**src/rtl/mem_port_arbiter.sv**
```systemverilog
// Round-robin arbiter sharing one single-port synchronous SRAM between several
// req/gnt/rvalid masters, with a fixed-latency response and address-window checking.
module mem_port_arbiter #(
  parameter int                    NUM_MASTERS    = 2,
  parameter int                    ADDR_WIDTH     = 32,
  parameter int                    DATA_WIDTH     = 32,
  parameter int                    MEM_ADDR_WIDTH = 16,
  parameter logic [ADDR_WIDTH-1:0] MEM_BASE       = 32'h0010_0000
) (
  input  logic                                clk,
  input  logic                                rst,
  input  logic [NUM_MASTERS-1:0]              m_req_i,
  output logic [NUM_MASTERS-1:0]              m_gnt_o,
  output logic [NUM_MASTERS-1:0]              m_rvalid_o,
  output logic [NUM_MASTERS-1:0]              m_err_o,
  input  logic [NUM_MASTERS*ADDR_WIDTH-1:0]   m_addr_i,
  input  logic [NUM_MASTERS-1:0]              m_we_i,
  input  logic [NUM_MASTERS*DATA_WIDTH/8-1:0] m_be_i,
  input  logic [NUM_MASTERS*DATA_WIDTH-1:0]   m_wdata_i,
  output logic [NUM_MASTERS*DATA_WIDTH-1:0]   m_rdata_o,
  output logic                                mem_en_o,
  output logic [MEM_ADDR_WIDTH-1:0]           mem_addr_o,
  output logic                                mem_we_o,
  output logic [DATA_WIDTH/8-1:0]             mem_be_o,
  output logic [DATA_WIDTH-1:0]               mem_wdata_o,
  input  logic [DATA_WIDTH-1:0]               mem_rdata_i
);

  localparam int                   BE_WIDTH  = DATA_WIDTH / 8;
  localparam int                   IDX_WIDTH = $clog2(NUM_MASTERS);
  localparam logic [IDX_WIDTH-1:0] LAST_IDX  = IDX_WIDTH'(NUM_MASTERS - 1);

  logic [IDX_WIDTH-1:0]  prio_q, prio_d;
  logic                  rsp_valid_q, rsp_valid_d;
  logic [IDX_WIDTH-1:0]  rsp_idx_q, rsp_idx_d;
  logic                  rsp_err_q, rsp_err_d;
  logic                  rsp_rd_q, rsp_rd_d;

  logic                  gnt_valid;
  logic [IDX_WIDTH-1:0]  gnt_idx;
  logic [IDX_WIDTH-1:0]  scan_idx;
  logic [ADDR_WIDTH-1:0] sel_addr;
  logic                  sel_we;
  logic [BE_WIDTH-1:0]   sel_be;
  logic [DATA_WIDTH-1:0] sel_wdata;
  logic                  in_window;
  logic                  mem_en;

  // Scan upward from prio_q with an explicit wrap so non-power-of-2 counts work.
  always_comb begin
    gnt_valid = 1'b0;
    gnt_idx   = '0;
    scan_idx  = prio_q;
    for (int k = 0; k < NUM_MASTERS; k++) begin
      if (!gnt_valid && m_req_i[scan_idx]) begin
        gnt_valid = 1'b1;
        gnt_idx   = scan_idx;
      end
      scan_idx = (scan_idx == LAST_IDX) ? '0 : scan_idx + 1'b1;
    end
    if (rst) begin
      gnt_valid = 1'b0;
    end
  end

  // Idle cycles leave gnt_idx at 0, so the SRAM bus follows master 0 rather than floating.
  always_comb begin
    sel_addr  = m_addr_i[0 +: ADDR_WIDTH];
    sel_we    = m_we_i[0];
    sel_be    = m_be_i[0 +: BE_WIDTH];
    sel_wdata = m_wdata_i[0 +: DATA_WIDTH];
    for (int i = 1; i < NUM_MASTERS; i++) begin
      if (gnt_idx == IDX_WIDTH'(i)) begin
        sel_addr  = m_addr_i[i*ADDR_WIDTH +: ADDR_WIDTH];
        sel_we    = m_we_i[i];
        sel_be    = m_be_i[i*BE_WIDTH +: BE_WIDTH];
        sel_wdata = m_wdata_i[i*DATA_WIDTH +: DATA_WIDTH];
      end
    end
  end

  assign in_window   = (sel_addr[ADDR_WIDTH-1:MEM_ADDR_WIDTH] == MEM_BASE[ADDR_WIDTH-1:MEM_ADDR_WIDTH]);
  assign mem_en      = gnt_valid & in_window;
  assign mem_en_o    = mem_en;
  assign mem_we_o    = mem_en & sel_we;
  assign mem_be_o    = mem_en ? sel_be : '0;
  assign mem_addr_o  = sel_addr[MEM_ADDR_WIDTH-1:0];
  assign mem_wdata_o = sel_wdata;

  always_comb begin
    m_gnt_o = '0;
    if (gnt_valid) begin
      m_gnt_o[gnt_idx] = 1'b1;
    end
  end

  always_comb begin
    prio_d      = prio_q;
    rsp_valid_d = gnt_valid;
    rsp_idx_d   = gnt_idx;
    rsp_err_d   = gnt_valid & ~in_window;
    rsp_rd_d    = mem_en & ~sel_we;
    if (gnt_valid) begin
      prio_d = (gnt_idx == LAST_IDX) ? '0 : gnt_idx + 1'b1;
    end
  end

  always_ff @(posedge clk or posedge rst) begin
    if (rst) begin
      prio_q      <= '0;
      rsp_valid_q <= 1'b0;
      rsp_idx_q   <= '0;
      rsp_err_q   <= 1'b0;
      rsp_rd_q    <= 1'b0;
    end else begin
      prio_q      <= prio_d;
      rsp_valid_q <= rsp_valid_d;
      rsp_idx_q   <= rsp_idx_d;
      rsp_err_q   <= rsp_err_d;
      rsp_rd_q    <= rsp_rd_d;
    end
  end

  // Only an in-window read returns SRAM data; writes and errors return zero.
  always_comb begin
    m_rvalid_o = '0;
    m_err_o    = '0;
    m_rdata_o  = '0;
    for (int i = 0; i < NUM_MASTERS; i++) begin
      if (rsp_valid_q && (rsp_idx_q == IDX_WIDTH'(i))) begin
        m_rvalid_o[i] = 1'b1;
        m_err_o[i]    = rsp_err_q;
        if (rsp_rd_q) begin
          m_rdata_o[i*DATA_WIDTH +: DATA_WIDTH] = mem_rdata_i;
        end
      end
    end
  end

endmodule

```
**config.mk**
```make
export PLATFORM = sky130hd
export DESIGN_NAME = mem_port_arbiter
export DESIGN_NICKNAME = d
export VERILOG_FILES = /design/src/rtl/mem_port_arbiter.sv
export SDC_FILE = /design/constraint.sdc
export NUM_CORES = 1
export LEC_CHECK = 0
export CAP_MARGIN = 25
export CORE_AREA = 4 4 113 115
export DETAILED_ROUTE_END_ITERATION = 8
export DIE_AREA = 0 0 117 119
export DONT_BUFFER_PORTS = 1
export GPL_TIMING_DRIVEN = 0
export HOLD_SLACK_MARGIN = 0.03
export SYNTH_ARGS = -nofsm -noshare
export SYNTH_HDL_FRONTEND = slang
export SYNTH_SLANG_ARGS = --single-unit
export TNS_END_PERCENT = 100
```
**constraint.sdc**
```tcl
create_clock -name clk -period 1.6 [get_ports clk]
set_clock_uncertainty 0.1 [all_clocks]
set_input_delay 0.08 -clock clk [delete_from_list [all_inputs] [get_ports clk]]
set_output_delay 0.08 -clock clk [all_outputs]
set_load 0.01 [all_outputs]
```
* Yosys cells after proc, flatten, opt, wreduce, memory -nomap -nowiden *
Cells that the tools add are included.
W data, S select, Z words.

operators by class
  add/sub/neg operators = 2
  magnitude comparators = 4
  eq/ne operators = 1
  mux-type cells = 26
  bitwise operators = 7
  reductions and logical operators = 5

operators by type and width
  kind                   count
  $mux W32               5
  $mux W1                17
  $eq A16 B5 Y1 const B  1
  $mux W4                2
  $lt A1 B2 Y1 const B   3
  $and A1 B1 Y1          4
  $logic_and A1 B1 Y1    4
  $not A1 Y1             3
  $add A1 B1 Y1 const B  2
  $mux W2                1
  $demux W1 S1           1
  $ge A1 B1 Y1 const B   1
  $logic_not A1 Y1       1

storage, ports and cells
  flip-flop bits (word level) = 5
  input port bits = 174
  word-level logic and storage cells = 50

* Depth between registers and ports, before layout *
Gate-level depths: netlist (run 1).

  depth in word-level cells = 11
  mapped depth = 5
  mapped depth without buffers = 4

* Worst setup path after synthesis (run 1) *
OpenSTA, ideal clock, no wires.

  path kind = flip-flop to output port
  from = reg prio_q
  to = out mem_be_o[1]
  arrival time = 1.233 ns
  data required time = 1.420 ns
  setup slack = 0.187 ns
  cell stages (with the launch flop) = 4
  cell sequence = dfrtp_1 -> a211oi_2 -> and2_1 -> a22o_1

on the way
  cells in the longest elaborated chain, start to end = 10
  elaborated cells on any way between the ends = 18

ends and longest elaborated chain
  what                                                               RTL line  text
  start: declaration                                                 33        logic [IDX_WIDTH-1:0] prio_q, prio_d;
  start signal: assignment                                           116       prio_q <= prio_d;
  $add A1 B1 Y1 or $mux W1 (tied branches)                           59, 55
  $mux W1 (on tied branches)                                         59, 55
  $mux W1 (implied by the code)                                      55        if (!gnt_valid && m_req_i[scan_idx]) begin
  $mux W1 (implied by the code) or $logic_not A1 Y1 (tied branches)  55
  $logic_and A1 B1 Y1                                                55
  $mux W1                                                            55
  $mux W32                                                           73        if (gnt_idx == IDX_WIDTH'(i)) begin
  $eq A16 B5 Y1                                                      82        assign in_window = (sel_addr[ADDR_WIDTH-1:MEM_ADDR_WIDTH] == MEM_BASE[ADDR_WIDTH-1:MEM_ADDR_WIDTH]);
  $and A1 B1 Y1                                                      83        assign mem_en = gnt_valid & in_window;
  $mux W4 (*)                                                        86        assign mem_be_o = mem_en ? sel_be : '0;
  end: declaration                                                   24        output logic [DATA_WIDTH/8-1:0] mem_be_o,

Every way passes the cells marked *; elsewhere a longest branch is shown, timed or not. The select of a mux whose other input is x is not followed.

* Final worst setup path (run 1) *
Ends and elaborated chain as after synthesis.

==> impl_metrics.env, run 1 <==
export IMPL_status="finished, violations left"
export IMPL_violations="hold timing, setup timing"
export IMPL_synth_edf_count=0
export IMPL_arrival_ns=1.55
export IMPL_synth_top_cell_by_area="mux2_2"
export IMPL_fp_dieW_um=117
export IMPL_fin_crit_ns=1.73
export IMPL_hold_slack_ns=-0.140
export IMPL_worst_path_max_fanout=6
export IMPL_clock_fmax_mhz=578
export IMPL_std_cell_rows=40
export IMPL_netlist_area_leader_share_pct=38.0
export IMPL_synth_top_family_by_area="simple AND/OR/NAND/NOR gates"
export IMPL_cts_buffers=3
export IMPL_setup_viol=54
export IMPL_avgViaCountPerCell=4.61
export IMPL_rr_worst_depth=6
export IMPL_finalNetCount=395
export IMPL_muxShareOfSynthArea_pct=38.0
export IMPL_grt_pass1_wl_mm=11.9
export IMPL_setup_slack_ns=-0.129
export IMPL_area_growth_pct=56.5
export IMPL_powerDensity_nw_per_um2=531
export IMPL_min_path_type="input pin to flop"
export IMPL_rsz0062_at_grt="true"
export IMPL_initial_core_util_pct=12.0
export IMPL_start_kind="flop"
export IMPL_routedWlPerCell_um=26.2
export IMPL_dp_hpwl_mm=8.28
export IMPL_die_area_um2=13900
export IMPL_portBuffers=0
export IMPL_drtPass1Iterations=4
export IMPL_required_ns=1.42
export IMPL_synthAdderAreaFrac_pct=0
export IMPL_hold_viol_final=2
export IMPL_drc=0
export IMPL_synthFlopType="dfrtp_1"
export IMPL_antenna_found_initial=0
export IMPL_grt_usage_pct=11.8
export IMPL_grt_overflow=0
export IMPL_fin_cells=367
export IMPL_dieHeight_um=119
export IMPL_antenna_cells=0
export IMPL_period_share_pct=108
export IMPL_ys_warn_count=0
export IMPL_cts_buffer_depth=2
export IMPL_ys_ff_latch=5
export IMPL_synth_most_common_cell="nor2_1"
export IMPL_synth_cell_types=25
export IMPL_synth_area_top_cells="mux2_2, nor2_1, dfrtp_1"
export IMPL_postCtsHoldBufs=3
export IMPL_clkTransAtPathRegs_ns=0.03
export IMPL_total_power_uw=1180
export IMPL_avgSynthCellArea_um2=6.94
export IMPL_synth_nets=379
export IMPL_p_leak_uw=0.000880
export IMPL_core_area_um2=11800
export IMPL_netlist_top_cells_count="nor2_1, mux2_2, nand2_1"
export IMPL_critPathCaptureType="output port"
export IMPL_synth_async_sr_flop_share_pct=100
export IMPL_whs_path_depth=1
export IMPL_wirelength_mm=9.62
export IMPL_cts_htree_levels=1
export IMPL_grt_max_degree=11
export IMPL_peakVddDrop_v=0.000167
export IMPL_synth_compound_area_share_pct=6.33
export IMPL_cts_root_buf="clkbuf_16"
export IMPL_pin_count=298
export IMPL_clock_sinks=5
export IMPL_synth_area_um2=1420
export IMPL_dp_cells=352
export IMPL_worst_pin_slew_ns=0.463
export IMPL_place_congestion=0.781
export IMPL_drv_slew=0
export IMPL_cts_tree="yes"
export IMPL_relSlewSlack_pct=69.0
export IMPL_drtIter0Drc=77
export IMPL_num_vias=1691
export IMPL_path_class="flop to output port"
export IMPL_antenna_left=0
export IMPL_dp_slack_ns=-0.0751
export IMPL_drive_gt1_share_pct=56.4
export IMPL_grt_pass1_vias=1754
export IMPL_drv_cap=0
export IMPL_synth_simple_area_share_pct=38.7
export IMPL_insertion_delay_ns=0.23
export IMPL_ys_seq_area_share_pct=8.80
export IMPL_synthXorXnorAreaFrac_pct=0
export IMPL_synth_cells=205
metal layers:
layer	global-route usage, %	share of wire, %	vias to the layer above
li1	-	-	722
met1	12.5	35	798
met2	21.6	52	167
met3	5.13	13	4
met4	1.94	0.50	0
met5	0	0	-
sequential cells by signal, summed over array words and instances (netlist names):
name / cells
prio_q: 1
rsp_valid_q: 1
rsp_err_q: 1
rsp_rd_q: 1
rsp_idx_q: 1
critical path: stages, from the launching register on:
cell,delay (ns)
dfrtp_2,0.44
a211oi_4,0.45
and2_4,0.24
a22o_1,0.19
through the flow:
stage          TNS, ns  instance area [um2]  utilization [%]
6_report         -4.44                 2230             18.8
5_1_grt          -6.51                 2230             18.8
4_1_cts          -5.20                 2090             17.7
3_5_place_dp     -1.60                 1610             13.6
3_3_place_gp     -1.31                 1610             13.6
2_1_floorplan        0                 1420                -
layout make-up:
| type | instances | area (um2) |
|---|---|---|
| fillers | 1294 | 9590 |
| multi-input cells | 179 | 1470 |
| repair buffers | 12 | 190 |
| well taps | 147 | 184 |
| plain buffers | 14 | 155 |
| flip-flops and latches | 5 | 126 |
| clock buffers | 4 | 78.8 |
| inverters | 6 | 22.5 |
cell usage in the layout (no fill, tap or decap), types with 3 or more instances in the layout:
master / instances
and3_1: 3
nor4_1: 4
buf_4: 5
dfrtp_1: 4
nand2_1: 33
mux2_4: 48
nor2_1: 31
clkbuf_16: 6
dlygate4sd3_1: 3
clkbuf_2: 4
buf_12: 6
nor2_2: 38
inv_1: 6
a22o_1: 3
kinds of logic after synthesis:
| group | count (synthesis) |
|---|---|
| muxes | 48 |
| AOI/OAI and AO/OA | 9 |
| and+or+nand+nor | 122 |
| buffers and inverters | 21 |
| DFF | 5 |
final timing paths:
| path | startpoint | endpoint | slack [ns] |
|---|---|---|---|
| worst max-delay path | prio_q | mem_be_o[1] | -0.13 |
| worst min-delay path | rst | rsp_err_q | -0.14 |
| worst max register to register | prio_q | rsp_rd_q | 0.05 |
| worst min register to register | prio_q | prio_q | 0.53 |
| max in group asynchronous | rst | prio_q | 1.10 |
| min in group asynchronous | rst | rsp_idx_q | 0.09 |
power by group:
part           internal (uW)  leakage (uW)  switching, uW
Clock                    330     0.0000382           76.6
Combinational            321      0.000781            305
Sequential               138     0.0000612           11.6
Total                    788      0.000880            394
repair_timing:
item                                   in CTS  in global routing
setup buffers                               4                  1
setup endpoints to repair                 110                 82
gates resized for setup                    93                 27
endpoints found under the hold margin       9                  2
cloned                                      1                  3
pin swaps                                   7                  2
No activity file was read; power rests on OpenSTA's default activity.
==> run 2, diff against run 1 <==
CORE_AREA = 3 3 115 117   (was 4 4 113 115)
DIE_AREA = 0 0 118 120   (was 0 0 117 119)
==> run 2 against run 1 <==
The flow still finishes with violations (hold timing, setup timing); die area is 1.7% higher; power is 3.9% lower; setup slack better by 0.039 ns; cell area is 1.6% lower; critical endpoint is now mem_we_o.
==> impl_metrics.env, run 2 (synthesis gave the netlist of run 1 again) <==
export IMPL_status="finished, violations left"
export IMPL_violations="hold timing, setup timing"
export IMPL_grt_overflow=0
export IMPL_clkTransAtPathRegs_ns=0.03
export IMPL_total_power_uw=1140
export IMPL_grt_pass1_wl_mm=11.6
export IMPL_layout_commonest_cell="nor2_1"
export IMPL_drv_slew=0
export IMPL_worst_path_max_fanout=6
export IMPL_avgViaCountPerCell=4.32
export IMPL_critPathCaptureType="output port"
export IMPL_cts_htree_levels=1
export IMPL_crit_chain="a211oi_4, and2_4, a22o_1"
export IMPL_setup_viol=54
export IMPL_postCtsHoldBufs=3
export IMPL_hold_viol_final=2
export IMPL_min_path_type="input pin to flop"
export IMPL_pin_count=298
export IMPL_finalNetCount=394
export IMPL_num_vias=1688
export IMPL_dieHeight_um=120
export IMPL_drtPass1Iterations=4
export IMPL_fin_crit_ns=1.69
export IMPL_std_cell_rows=41
export IMPL_clock_fmax_mhz=592
export IMPL_portBuffers=0
export IMPL_wirelength_mm=9.21
export IMPL_cts_buffers=3
export IMPL_clock_sinks=5
export IMPL_mostFrequentLayoutCells="nor2_1, mux2_4, nand2_1"
export IMPL_required_ns=1.42
export IMPL_p_leak_uw=0.000880
export IMPL_grt_usage_pct=11.0
export IMPL_rsz0062_at_grt="true"
export IMPL_fp_dieW_um=118
export IMPL_cts_root_buf="clkbuf_16"
export IMPL_drv_cap=0
export IMPL_drive_gt1_share_pct=47.9
export IMPL_antenna_found_initial=0
export IMPL_fin_setup_tns_ns=-3.19
export IMPL_setup_slack_ns=-0.0897
export IMPL_place_congestion=0.830
export IMPL_cts_tree="yes"
export IMPL_powerDensity_nw_per_um2=519
export IMPL_peakVddDrop_v=0.000260
export IMPL_grt_pass1_vias=1655
export IMPL_critPathTopFamily="compound AO/OA/AOI/OAI gates"
export IMPL_worst_pin_slew_ns=0.424
export IMPL_path_class="flop to output port"
export IMPL_hold_slack_ns=-0.138
export IMPL_dp_hpwl_mm=7.98
export IMPL_die_area_um2=14200
export IMPL_arrival_ns=1.51
export IMPL_relSlewSlack_pct=71.4
export IMPL_period_share_pct=106
export IMPL_crit_path_max_incr_delay_ns=0.43
export IMPL_start_kind="flop"
export IMPL_core_area_um2=12500
export IMPL_insertion_delay_ns=0.22
export IMPL_antenna_left=0
export IMPL_cts_buffer_depth=2
export IMPL_grt_max_degree=11
export IMPL_area_growth_pct=53.9
export IMPL_antenna_cells=0
export IMPL_crit_buf_inv=0
export IMPL_drtIter0Drc=38
export IMPL_drc=0
export IMPL_slowest_stage="dfrtp_2"
export IMPL_initial_core_util_pct=11.4
export IMPL_routedWlPerCell_um=23.6
-- run 2: what timing repair did --
| action | CTS | global route |
|---|---|---|
| hold endpoints to repair | 9 | 2 |
| cloned | 0 | 3 |
| pin swaps | 7 | 2 |
| setup endpoints to repair | 100 | 100 |
| setup buffers | 3 | 2 |
| resized for setup | 21 | 85 |
-- run 2: per-layer routing --
metal | vias to the layer above | routed length, um | global-route usage, %
met5 | - | 0 | 0
met2 | 178 | 5180 | 22.7
met3 | 6 | 985 | 3.96
li1 | 718 | - | -
met4 | 0 | 93 | 1.76
met1 | 786 | 2950 | 10.4
-- run 2: cell type report --
type,instances,area (um2)
Buffer,14,150
Clock buffer,4,78.8
Fill cell,1384,10300
Inverter,6,22.5
Multi-Input combinational cell,179,1440
Sequential cell,5,126
Tap cell,172,215
Timing Repair Buffer,11,161
-- run 2: path summary, 6_finish.rpt --
| path | to | depth (start not counted) | startpoint | slack [ns] |
|---|---|---|---|---|
| min reg2reg | prio_q | 2 | prio_q | 0.48 |
| max in group asynchronous | prio_q | 2 | rst | 1.10 |
| max | mem_we_o | 3 | prio_q | -0.09 |
| max reg2reg | rsp_rd_q | 6 | prio_q | 0.09 |
| min | rsp_err_q | 1 | rst | -0.14 |
| min in group asynchronous | rsp_rd_q | 2 | rst | 0.09 |
-- run 2: report_power, final --
part	switching (uW)	internal (uW)	total, uW
sequential	11.5	138	149
clock	74.2	329	404
combinational	276	307	583
total	362	774	1140
-- run 2: through the flow --
step                      instance area, um2  worst slack, ns  utilization [%]  cells  hold WS (ns)
after floorplan                         1420            0.187                -    205        -0.241
after global placement                  1640          -0.0483             13.1    377        -0.225
after detailed placement                1640          -0.0711             13.1    377        -0.214
after CTS                               1840           -0.126             14.7    387        -0.138
after global routing                    2190           -0.159             17.6    391        -0.133
final                                   2190          -0.0897             17.6    391        -0.138
==> run 3, diff against run 2 <==
RECOVER_POWER = 50   (was not set)
==> run 3 against run 2 <==
The run still ends with hold timing, setup timing left; critical path type unchanged; power about the same; sequential power about the same; via count about the same; cell area unchanged; flip-flop and latch count unchanged; first-iteration DRC count up 2.6%.
==> impl_metrics.env, run 3 (synthesis gave the netlist of run 1 again) <==
export IMPL_worst_pin_slew_ns=0.424
export IMPL_path_class="flop to output port"
export IMPL_antenna_left=0
export IMPL_routedWlPerCell_um=23.6
export IMPL_cts_root_buf="clkbuf_16"
export IMPL_drive_gt1_share_pct=47.9
export IMPL_drtPass1Iterations=4
export IMPL_fin_setup_tns_ns=-3.19
export IMPL_worst_path_max_fanout=6
export IMPL_clock_sinks=5
export IMPL_status="finished, violations left"
export IMPL_num_vias=1687
export IMPL_p_leak_uw=0.000879
export IMPL_drc=0
export IMPL_clkTransAtPathRegs_ns=0.03
export IMPL_finalNetCount=394
export IMPL_initial_core_util_pct=11.4
export IMPL_grt_pass1_wl_mm=11.6
export IMPL_mostFrequentLayoutCells="nor2_1, mux2_4, nand2_1"
export IMPL_drv_cap=0
export IMPL_required_ns=1.42
export IMPL_cts_tree="yes"
export IMPL_fin_crit_ns=1.69
export IMPL_avgViaCountPerCell=4.31
export IMPL_dieHeight_um=120
export IMPL_antenna_found_initial=0
export IMPL_pin_count=298
export IMPL_cts_buffer_depth=2
export IMPL_min_path_type="input pin to flop"
export IMPL_final_core_util_pct=17.6
export IMPL_grt_usage_pct=11.0
export IMPL_critPathCaptureType="output port"
export IMPL_grt_max_degree=11
export IMPL_violations="hold timing, setup timing"
export IMPL_layout_commonest_cell="nor2_1"
export IMPL_core_area_um2=12500
export IMPL_grt_overflow=0
export IMPL_cts_buffers=3
export IMPL_peakVddDrop_v=0.000260
export IMPL_place_congestion=0.830
export IMPL_setup_slack_ns=-0.0897
export IMPL_std_cell_rows=41
export IMPL_fp_dieW_um=118
export IMPL_insertion_delay_ns=0.22
export IMPL_postCtsHoldBufs=3
export IMPL_relSlewSlack_pct=71.4
export IMPL_drv_slew=0
export IMPL_clock_fmax_mhz=592
export IMPL_powerDensity_nw_per_um2=519
export IMPL_portBuffers=0
export IMPL_drtIter0Drc=39
export IMPL_n_fill_cell=1384
export IMPL_total_power_uw=1140
export IMPL_start_kind="flop"
export IMPL_rsz0062_at_grt="true"
export IMPL_hold_viol_final=2
export IMPL_grt_pass1_vias=1655
export IMPL_dp_hpwl_mm=7.98
export IMPL_cts_htree_levels=1
export IMPL_hold_slack_ns=-0.138
export IMPL_arrival_ns=1.51
export IMPL_area_growth_pct=53.9
export IMPL_antenna_cells=0
export IMPL_wirelength_mm=9.21
export IMPL_setup_viol=54
export IMPL_die_area_um2=14200
export IMPL_period_share_pct=106
## run 3: changes by cell type in the layout (fill, tap and decap cells not counted), sizes merged
cell	change
clkbuf	+2
buf	-2
## run 3: layer usage
| layer | GRT usage, % | wire length [um] | vias to the layer above |
|---|---|---|---|
| li1 | - | - | 718 |
| met1 | 10.4 | 2950 | 785 |
| met2 | 22.7 | 5180 | 178 |
| met3 | 3.96 | 986 | 6 |
| met4 | 1.76 | 93 | 0 |
| met5 | 0 | 0 | - |
## run 3: per-stage QoR
stage          cells  instance area, um2  worst slack, ns
2_1_floorplan    205                1420            0.187
3_3_place_gp     377                1640          -0.0483
3_5_place_dp     377                1640          -0.0711
4_1_cts          387                1840           -0.126
5_1_grt          391                2190           -0.159
6_report         391                2190          -0.0897
## run 3: final cells by class
cell class | count | area [um2] | share of cell area, %
Inverter | 6 | 22.5 | 1.03
Tap cell | 172 | 215 | 9.83
Multi-Input combinational cell | 179 | 1440 | 65.5
Timing Repair Buffer | 11 | 161 | 7.37
Clock buffer | 4 | 78.8 | 3.60
Buffer | 14 | 150 | 6.86
Sequential cell | 5 | 126 | 5.77
## run 3: power breakdown
part	internal, uW	switching (uW)	leakage, uW	total [uW]
Sequential	138	11.5	0.0000612	149
Combinational	307	276	0.000780	583
Clock	329	74.2	0.0000382	404
## run 3: path summary, 6_finish.rpt
| path | to | startpoint | cells after the start | slack (ns) |
|---|---|---|---|---|
| max | mem_we_o | prio_q | 3 | -0.09 |
| min | rsp_err_q | rst | 1 | -0.14 |
| max reg2reg | rsp_rd_q | prio_q | 6 | 0.09 |
| min reg2reg | prio_q | prio_q | 2 | 0.48 |
| max in group asynchronous | prio_q | rst | 2 | 1.10 |
| min in group asynchronous | rsp_rd_q | rst | 2 | 0.09 |
## run 3: critical path: stages (launching register included)
cell      delay (ns)
dfrtp_2         0.43
a211oi_4        0.42
and2_4          0.24
a22o_1          0.20
## run 3: timing repair
| item | in CTS | in global routing |
|---|---|---|
| setup endpoints to repair | 100 | 100 |
| setup buffers | 3 | 2 |
| hold endpoints to repair | 9 | 2 |
| cloned | 0 | 3 |
| resized for setup | 21 | 85 |
| pin swaps | 7 | 2 |
